===== config.mk =====
export PLATFORM = sky130hd
export DESIGN_NAME = lif_neuron_array_flat
export DESIGN_NICKNAME = d
export VERILOG_FILES = /design/src/rtl/lif_neuron_array_if.sv /design/src/rtl/lif_neuron_array.sv /design/src/flat_wrapper.sv
export SDC_FILE = /design/constraint.sdc
export NUM_CORES = 1
export LEC_CHECK = 0
export CORE_MARGIN = 10
export CORE_UTILIZATION = 53
export DETAILED_ROUTE_END_ITERATION = 12
export PLACE_DENSITY_LB_ADDON = 0.05
export SYNTH_ARGS = -nofsm -noshare
export SYNTH_HDL_FRONTEND = slang
export SYNTH_SLANG_ARGS = --single-unit
export TNS_END_PERCENT = 1

===== constraint.sdc =====
create_clock -name clk -period 7.35 [get_ports clk]
set_input_delay 1.47 -clock clk [delete_from_list [all_inputs] [get_ports clk]]
set_output_delay 1.47 -clock clk [all_outputs]
set_load 0.02 [all_outputs]

===== src/rtl/lif_neuron_array_if.sv =====
// Bus between the LIF neuron array and its surroundings: step control,
// per-neuron current feed, spike vector and potential monitor.
interface lif_neuron_array_if #(
  parameter int WIDTH     = 8,
  parameter int N_NEURONS = 4,
  parameter int IDXW      = $clog2(N_NEURONS)
) ();
  logic                 ena;
  logic                 step;
  logic [WIDTH-1:0]     threshold;
  logic [WIDTH-1:0]     cur_in;
  logic [IDXW-1:0]      cur_idx;
  logic                 busy;
  logic [N_NEURONS-1:0] spikes;
  logic                 spikes_valid;
  logic [IDXW-1:0]      mon_sel;
  logic [WIDTH-1:0]     mon_v;

  modport master (
    output ena, step, threshold, cur_in, mon_sel,
    input  cur_idx, busy, spikes, spikes_valid, mon_v
  );

  modport slave (
    input  ena, step, threshold, cur_in, mon_sel,
    output cur_idx, busy, spikes, spikes_valid, mon_v
  );
endinterface


===== src/rtl/lif_neuron_array.sv =====
// Time-multiplexed array of leaky integrate-and-fire neurons sharing one
// update datapath, with refractory period, saturation and runtime threshold.
module lif_neuron_array #(
  parameter int WIDTH      = 8,
  parameter int N_NEURONS  = 4,
  parameter int LEAK_SHIFT = 2,
  parameter int REFRAC     = 2,
  parameter int IDXW       = $clog2(N_NEURONS)
) (
  input  logic clk,
  input  logic rst_n,
  lif_neuron_array_if.slave bus
);
  // state  | meaning
  // IDLE   | waiting for step
  // UPDATE | updating neuron cur_idx, one per enabled cycle
  // DONE   | spikes published, spikes_valid pulses
  typedef enum logic [1:0] {S_IDLE, S_UPDATE, S_DONE} state_t;

  localparam int RW = 4;
  localparam logic [IDXW-1:0] LAST_IDX = IDXW'(N_NEURONS - 1);

  state_t               state_q, state_d;
  logic [IDXW-1:0]      idx_q, idx_d;
  logic [WIDTH-1:0]     v_q      [N_NEURONS];
  logic [RW-1:0]        refrac_q [N_NEURONS];
  logic [N_NEURONS-1:0] shadow_q, shadow_d;
  logic [N_NEURONS-1:0] spikes_q;
  logic                 spikes_valid_q;
  logic [WIDTH-1:0]     mon_v_q;

  logic                 start, upd, last;
  logic [WIDTH-1:0]     v_cur, leaked, sat;
  logic [RW-1:0]        r_cur;
  logic [WIDTH:0]       sum;
  logic                 refractory, fire;

  assign start = bus.step && bus.ena && (state_q != S_UPDATE);
  assign upd   = (state_q == S_UPDATE) && bus.ena;
  assign last  = (idx_q == LAST_IDX);

  always_comb begin
    state_d = state_q;
    idx_d   = idx_q;
    case (state_q)
      S_IDLE: begin
        if (start) begin
          state_d = S_UPDATE;
          idx_d   = '0;
        end
      end
      S_UPDATE: begin
        if (bus.ena) begin
          if (last) begin
            state_d = S_DONE;
            idx_d   = '0;
          end else begin
            idx_d = idx_q + 1'b1;
          end
        end
      end
      S_DONE: begin
        if (bus.ena) begin
          state_d = start ? S_UPDATE : S_IDLE;
          idx_d   = '0;
        end
      end
      default: begin
        state_d = S_IDLE;
        idx_d   = '0;
      end
    endcase
  end

  // Shared update datapath; the sum is one bit wider so overflow can saturate.
  always_comb begin
    v_cur      = v_q[idx_q];
    r_cur      = refrac_q[idx_q];
    leaked     = v_cur - (v_cur >> LEAK_SHIFT);
    sum        = {1'b0, leaked} + {1'b0, bus.cur_in};
    sat        = sum[WIDTH] ? {WIDTH{1'b1}} : sum[WIDTH-1:0];
    refractory = (r_cur != '0);
    fire       = !refractory && (sat >= bus.threshold);
    shadow_d   = shadow_q;
    if (start) shadow_d = '0;
    if (upd) shadow_d[idx_q] = fire;
  end

  always_ff @(posedge clk or negedge rst_n) begin
    if (!rst_n) begin
      state_q        <= S_IDLE;
      idx_q          <= '0;
      shadow_q       <= '0;
      spikes_q       <= '0;
      spikes_valid_q <= 1'b0;
      mon_v_q        <= '0;
      for (int i = 0; i < N_NEURONS; i++) begin
        v_q[i]      <= '0;
        refrac_q[i] <= '0;
      end
    end else begin
      state_q        <= state_d;
      idx_q          <= idx_d;
      shadow_q       <= shadow_d;
      spikes_valid_q <= upd && last;
      mon_v_q        <= v_q[bus.mon_sel];
      if (upd && last) spikes_q <= shadow_d;
      if (upd) begin
        if (refractory) begin
          v_q[idx_q]      <= '0;
          refrac_q[idx_q] <= r_cur - 1'b1;
        end else if (fire) begin
          v_q[idx_q]      <= '0;
          refrac_q[idx_q] <= RW'(REFRAC);
        end else begin
          v_q[idx_q] <= sat;
        end
      end
    end
  end

  assign bus.cur_idx      = idx_q;
  assign bus.busy         = (state_q == S_UPDATE);
  assign bus.spikes       = spikes_q;
  assign bus.spikes_valid = spikes_valid_q;
  assign bus.mon_v        = mon_v_q;

endmodule

===== src/flat_wrapper.sv =====
// flat-port wrapper written by rule: the top's interface ports become plain ports
module lif_neuron_array_flat 
#(
  parameter int WIDTH      = 8,
  parameter int N_NEURONS  = 4,
  parameter int LEAK_SHIFT = 2,
  parameter int REFRAC     = 2,
  parameter int IDXW       = $clog2(N_NEURONS)
)
  (clk, rst_n, bus_ena, bus_step, bus_threshold, bus_cur_in, bus_mon_sel, bus_cur_idx, bus_busy, bus_spikes, bus_spikes_valid, bus_mon_v);
  lif_neuron_array_if #(.WIDTH(WIDTH), .N_NEURONS(N_NEURONS), .IDXW(IDXW)) bus_i ();
  input  logic clk;
  input  logic rst_n;
  input wire logic [$bits(bus_i.ena)-1:0] bus_ena;
  input wire logic [$bits(bus_i.step)-1:0] bus_step;
  input wire logic [$bits(bus_i.threshold)-1:0] bus_threshold;
  input wire logic [$bits(bus_i.cur_in)-1:0] bus_cur_in;
  input wire logic [$bits(bus_i.mon_sel)-1:0] bus_mon_sel;
  output wire logic [$bits(bus_i.cur_idx)-1:0] bus_cur_idx;
  output wire logic [$bits(bus_i.busy)-1:0] bus_busy;
  output wire logic [$bits(bus_i.spikes)-1:0] bus_spikes;
  output wire logic [$bits(bus_i.spikes_valid)-1:0] bus_spikes_valid;
  output wire logic [$bits(bus_i.mon_v)-1:0] bus_mon_v;
  assign bus_i.ena = bus_ena;
  assign bus_i.step = bus_step;
  assign bus_i.threshold = bus_threshold;
  assign bus_i.cur_in = bus_cur_in;
  assign bus_i.mon_sel = bus_mon_sel;
  assign bus_cur_idx = bus_i.cur_idx;
  assign bus_busy = bus_i.busy;
  assign bus_spikes = bus_i.spikes;
  assign bus_spikes_valid = bus_i.spikes_valid;
  assign bus_mon_v = bus_i.mon_v;
  lif_neuron_array #(.WIDTH(WIDTH), .N_NEURONS(N_NEURONS), .LEAK_SHIFT(LEAK_SHIFT), .REFRAC(REFRAC), .IDXW(IDXW)) u_core (.clk(clk), .rst_n(rst_n), .bus(bus_i));
endmodule

; ---- Word level (Yosys, flattened, before mapping)
; Index checks and enable logic that the tools add are counted.
[op_classes]
n_reduce_logical = 14
n_bitwise = 7
n_mux = 36
addsub = 4
n_lt_le_gt_ge = 6
eq_ne = 8
[ops]
columns = cell, n
row1 = two-way mux 32 bit, 2
row2 = two-way mux 8 bit, 6
row3 = AND 32 bit, 1
row4 = binary-select mux 8 bit (select 2 bit), 2
row5 = bitwise mux 32 bit, 1
row6 = two-way mux 16 bit, 2
row7 = NOT 32 bit, 1
row8 = two-way mux 4 bit, 5
row9 = bitwise mux 16 bit, 1
row10 = demux 8 bit (select 2 bit), 1
row11 = two-way mux 2 bit, 8
row12 = AND 12 bit, 1
row13 = NOT 12 bit, 1
row14 = case mux 2 bit (3 select lines), 2
row15 = adder 8 x 8 -> 9 bit, 1
row16 = binary-select mux 4 bit (select 2 bit), 1
row17 = demux 4 bit (select 2 bit), 1
row18 = >= comparator 8 bit, 1
row19 = subtractor 8 x 6 -> 8 bit, 1
row20 = logical AND 1 bit, 7
row21 = >= comparator 3 bit (second input constant), 2
row22 = inequality test 2 x 1 -> 1 bit (second input constant), 3
row23 = NOT 2 -> 3 bit, 2
row24 = bitwise mux 4 bit, 1
row25 = 18 further kinds, 21
[totals]
elab_cells = 89
inputBits = 22
register_bits = 69

; ---- Depth between registers and ports, before layout
[logic_depth]
depth_word = 11
ltp_mapped = 24

; ---- Least setup slack after synthesis
; No wires, ideal clock.
[synth_path]
kind = flip-flop to flip-flop
from = reg u_core.idx_q[0] (netlist: u_core.bus.cur_idx[0])
to = reg u_core.refrac_q[1] (netlist name)
required_time_ps = 7232
slack_ps = 1692
stages_incl_launch_ff = 24
t_arrival_ps = 5541
path_cell_list = dfrtp_1 -> buf_2 -> buf_2 -> mux4_2 -> inv_1 -> ha_1 -> inv_1 -> fa_1 -> a21o_1 -> a21oi_1 -> xnor2_1 -> ha_1 -> a21o_1 -> a311oi_1 -> o21ai_1 -> nor4_2 -> inv_1 -> ha_1 -> and3_1 -> a221oi_1 -> o211ai_4 -> buf_6 -> a21oi_1 -> nor2_1
[synth_between]
elab_chain_len = 11
elab_cells_between_ends = 26
[synth_lines]
columns = element, line
row1 = from (decl), lif_neuron_array.sv:24  ; logic [IDXW-1:0] idx_q, idx_d;
row2 = from (signal assigned), lif_neuron_array.sv:103  ; idx_q <= idx_d;
row3 = NOT 2 -> 3 bit (implied by the code) (*), -
row4 = binary-select mux 8 bit (select 2 bit), lif_neuron_array.sv:77  ; v_cur = v_q[idx_q];
row5 = two-way mux 8 bit (implied by the code) (2 in series), lif_neuron_array.sv:77
row6 = subtractor 8 x 6 -> 8 bit, lif_neuron_array.sv:79  ; leaked = v_cur - (v_cur >> LEAK_SHIFT);
row7 = adder 8 x 8 -> 9 bit, lif_neuron_array.sv:80  ; sum = {1'b0, leaked} + {1'b0, bus.cur_in};
row8 = two-way mux 8 bit, lif_neuron_array.sv:81  ; sat = sum[WIDTH] ? {WIDTH{1'b1}} : sum[WIDTH-1:0];
row9 = >= comparator 8 bit, lif_neuron_array.sv:83  ; fire = !refractory && (sat >= bus.threshold);
row10 = logical AND 1 bit, lif_neuron_array.sv:83
row11 = nonzero test 2 bit (no source line), -
row12 = AND reduction 2 bit (no source line), -
row13 = "to (signal, indexed assignment)", lif_neuron_array.sv:111  ; refrac_q[idx_q] <= r_cur - 1'b1;
row14 = "to (signal, indexed assignment)", lif_neuron_array.sv:114  ; refrac_q[idx_q] <= RW'(REFRAC);
row15 = to (decl), lif_neuron_array.sv:26  ; logic [RW-1:0] refrac_q [N_NEURONS];
; Mark *: on every way between the ends. The rest lies on a longest branch, timed or not. The select of a mux whose other input is x is not followed.
; A chain may end at the register's enable or synchronous reset.

; ---- Final worst setup path
[layout_path]
from = reg u_core.idx_q[0] (netlist: u_core.bus.cur_idx[0])
to = reg u_core.v_q[11] (netlist name)
[layout_between]
elab_chain_len = 11
elab_cells_between_ends = 24
[layout_lines]
columns = element, line
row1 = NOT 2 -> 3 bit (implied by the code) (*), -
row2 = binary-select mux 8 bit (select 2 bit), lif_neuron_array.sv:77
row3 = two-way mux 8 bit (implied by the code) (2 in series), lif_neuron_array.sv:77
row4 = subtractor 8 x 6 -> 8 bit, lif_neuron_array.sv:79
row5 = adder 8 x 8 -> 9 bit, lif_neuron_array.sv:80
row6 = two-way mux 8 bit, lif_neuron_array.sv:81
row7 = >= comparator 8 bit, lif_neuron_array.sv:83
row8 = logical AND 1 bit, lif_neuron_array.sv:83
row9 = two-way mux 32 bit, lif_neuron_array.sv:112  ; end else if (fire) begin
row10 = two-way mux 32 bit (*), lif_neuron_array.sv:109  ; if (refractory) begin
row11 = "to (signal, indexed assignment)", lif_neuron_array.sv:116  ; v_q[idx_q] <= sat;
row12 = to (decl), lif_neuron_array.sv:25  ; logic [WIDTH-1:0] v_q [N_NEURONS];
; Marked as above.

==> metrics <==
status=complete, no violations; period utilization=82.6%; Top Ports=38; crit path max fanout=19; Die Y-Extent=106 µm; first drt pass iteration count=4; fin nets=463; worst path bufs/invs=3; max cap viols=0; first-pass GRT wire length=15500 µm; post-cts sizing count=0; Worst-Margin Slew=0.851 ns; input/output buffers=37; top-area cell type share of the netlist area=43.0%; synth cell count leaders=dfrtp_1 (68), nand2_1 (47), ha_1 (28); Synthesized Nets=428; P&R area growth vs syn=16.2%; Crit path required time=~7.6 ns; clock slew at reported path FFs=0.08 ns; clock skew=0.0137 ns; Reg2Reg Launch Point=u_core.bus.cur_idx[0]; kind of critical path=reg -> reg; Starting Density=54.6%; RSZ-0062 raised after global routing=false; most common cell in the netlist=dfrtp_1; # rows=31; core area=7250 µm²; reg2reg path depth=20; top post-synthesis cells by area=dfrtp_1 (43%), mux4_2 (11%), ha_1 (8.8%); die width=106 µm; vias=2921; Slew Limit Fails=0; Critical Path Start Type=flop; Num CTS Buffers=9; cell area after synthesis=slightly below 4000 µm²; Yosys Warn Count=0; fmax=around 0.16 GHz; starting DRC count in detailed routing=139; Avg WL per Cell=17.4 µm; Endpoint, Worst Hold=u_core.refrac_q[10]; vias per cell=between 5 and 6; Top delay family on crit path=compound AO/OA/AOI/OAI gates; Overflow after GRT=0; final core occ=63.4%; CTS root buf=clkbuf_8; r2r setup slk=1.28 ns; share of cells above drive strength 1=11.8%; WL met3=473 µm; Arr. time, crit path=6.33 ns; CP endpoint kind=flop; fraction of registers with async set or reset after synthesis=between 90% and 100%; final-report hold violation count=0; syn avg cell area=10.5 µm²; post-synth cell types=47; Post-Route WL=approximately 9000 µm; leading area contributor after synthesis=dfrtp_1; Largest stage delay, worst path=approximately 0.63 ns; die area=between 10000 and 15000 µm²; endpoints failing setup=0; postcts setup bufs=0; post-DP HPWL=6660 µm; ANT nets after route=0; worst skew pair latency=~0.35 ns; uppermost layer routed=met4; CTS tree=done; dpl cells=around 500; hold crit path type=reg -> reg; fill count=588; Clock Sinks=68; GP Congestion=around 0.87; Final min period=6.07 ns; Seq cells post-synth=68; CTS hold repair buffers=0; CP max stage cell=dfrtp_1; Worst slew margin=43.3%; Max Root-Sink Buffers=2; Gate Count Post-Synth=376; final cell count without fillers=515; initial antenna violation count=0; CTS H-tree depth=3; Setup TNS=0 ns; WL met2=between 4000 and 5000 µm; M1 wire length=3810 µm; Min-Delay Path Depth=1; total track usage=roughly 17%; Crit path depth=20; worst r2r dst=u_core.v_q[11]; worst hold slack=between 0.4 and 0.5 ns; sequential area share after synthesis=between 40% and 50%; diode count=0; number of global-route vias before repair=3068; Main synth FF type=dfrtp_1; EDFF count, synth=0; Hold Crit Start=u_core.refrac_q[10]; pin count of the biggest net entering global routing=69; CP cell instances=mux4_2 > inv_1 > ha_1 > inv_1 > fa_1 > a21o_1 > a21oi_1 > xnor2_1 > ha_1 > a21o_1 > a311oi_1 > o21ai_1 > nor4_2 > inv_1 > ha_1 > and3_1 > a221oi_1 > o211ai_4 > o21bai_1 > o21ai_1; DRC Markers=0
## layout make-up
| type | count | area (µm²) | share of cell area (%) |
|---|---|---|---|
| Clock inverter | 7 | 75.1 | 1.63 |
| Clock buffer | 9 | 124 | 2.69 |
| Tap cell | 99 | 124 | 2.69 |
| Timing Repair Buffer | 40 | 388 | 8.43 |
| Inverter | 27 | 101 | 2.20 |
| Multi-Input combinational cell | 265 | 2090 | 45.4 |
| Sequential cell | 68 | 1700 | 37.0 |
## placed cells by master, fill, tap and decap left out, types with 2 or more instances in the layout
cell type        netlist  layout
nand3_1                8       8
nand2b_1               4       4
mux2i_1                2       2
and3_1                 5       5
nand2_1               47      47
nor2b_1                3       3
nand4_1                3       3
a21oi_1               15      15
inv_1                 26      26
clkbuf_8               0       9
a22o_1                 7       7
fa_1                   2       2
clkdlybuf4s50_1        0      36
nor2_1                22      22
o21ai_1               25      25
o2bb2ai_1              8       8
mux4_2                20      20
a21o_1                 8       8
o21ai_0               10      10
a32o_1                 3       3
or2_2                  5       5
xnor2_1                5       5
clkinv_4               0       3
nor3_1                 2       2
a31oi_1                5       5
xor2_1                 2       2
buf_4                  0       3
o21bai_1               6       6
clkinv_2               0       2
ha_1                  28      28
dfrtp_1               68      68
o31ai_1                5       5
## through the flow
stage               instance area (µm²)  setup WS [ns]
finish                             4600           1.28
global route                       4600          0.720
CTS                                4600           1.25
detailed placement                 4400           1.28
global placement                   4400           1.49
floorplan                          3960           1.69
## cell families after synthesis
| family | synth area share [%] |
|---|---|
| adder cells (fa/ha/maj) | 9.86 |
| AND/OR/NAND/NOR | 12.8 |
| multiplexers | 11.9 |
| XOR/XNOR | 1.55 |
| AO/OA/AOI/OAI | 16.6 |
| buffers and inverters | 4.33 |
| flip-flops | 43.0 |
## routing by layer
metal | GRT usage (%) | vias up
li1 | - | 1432
met3 | 4.35 | 15
met1 | 20.7 | 1405
met4 | 5.90 | 0
met2 | 29.1 | 69
met5 | 0 | -
## worst max path at each step
stage,end,start,slack [ns]
floorplan,u_core.refrac_q[1],u_core.bus.cur_idx[0],1.69
global placement,u_core.v_q[3],u_core.bus.cur_idx[0],1.49
detailed placement,u_core.v_q[11],u_core.bus.cur_idx[0],1.28
CTS,u_core.v_q[11],u_core.bus.cur_idx[0],1.25
global route,u_core.v_q[11],u_core.bus.cur_idx[0],0.72
finish,u_core.v_q[11],u_core.bus.cur_idx[0],1.28
## state kept, by name (all words and copies together) (netlist names)
register and flops:
u_core.v_q 32, u_core.refrac_q 16, u_core.shadow_q 3, u_core.bus.spikes_valid 1
u_core.bus.mon_v 8, u_core.state_q 2, u_core.bus.spikes 4, u_core.bus.cur_idx 2
Power is left out: the tool's default activity adds up to more than one toggle a clock period on the data nets, which glitch-free logic cannot reach.
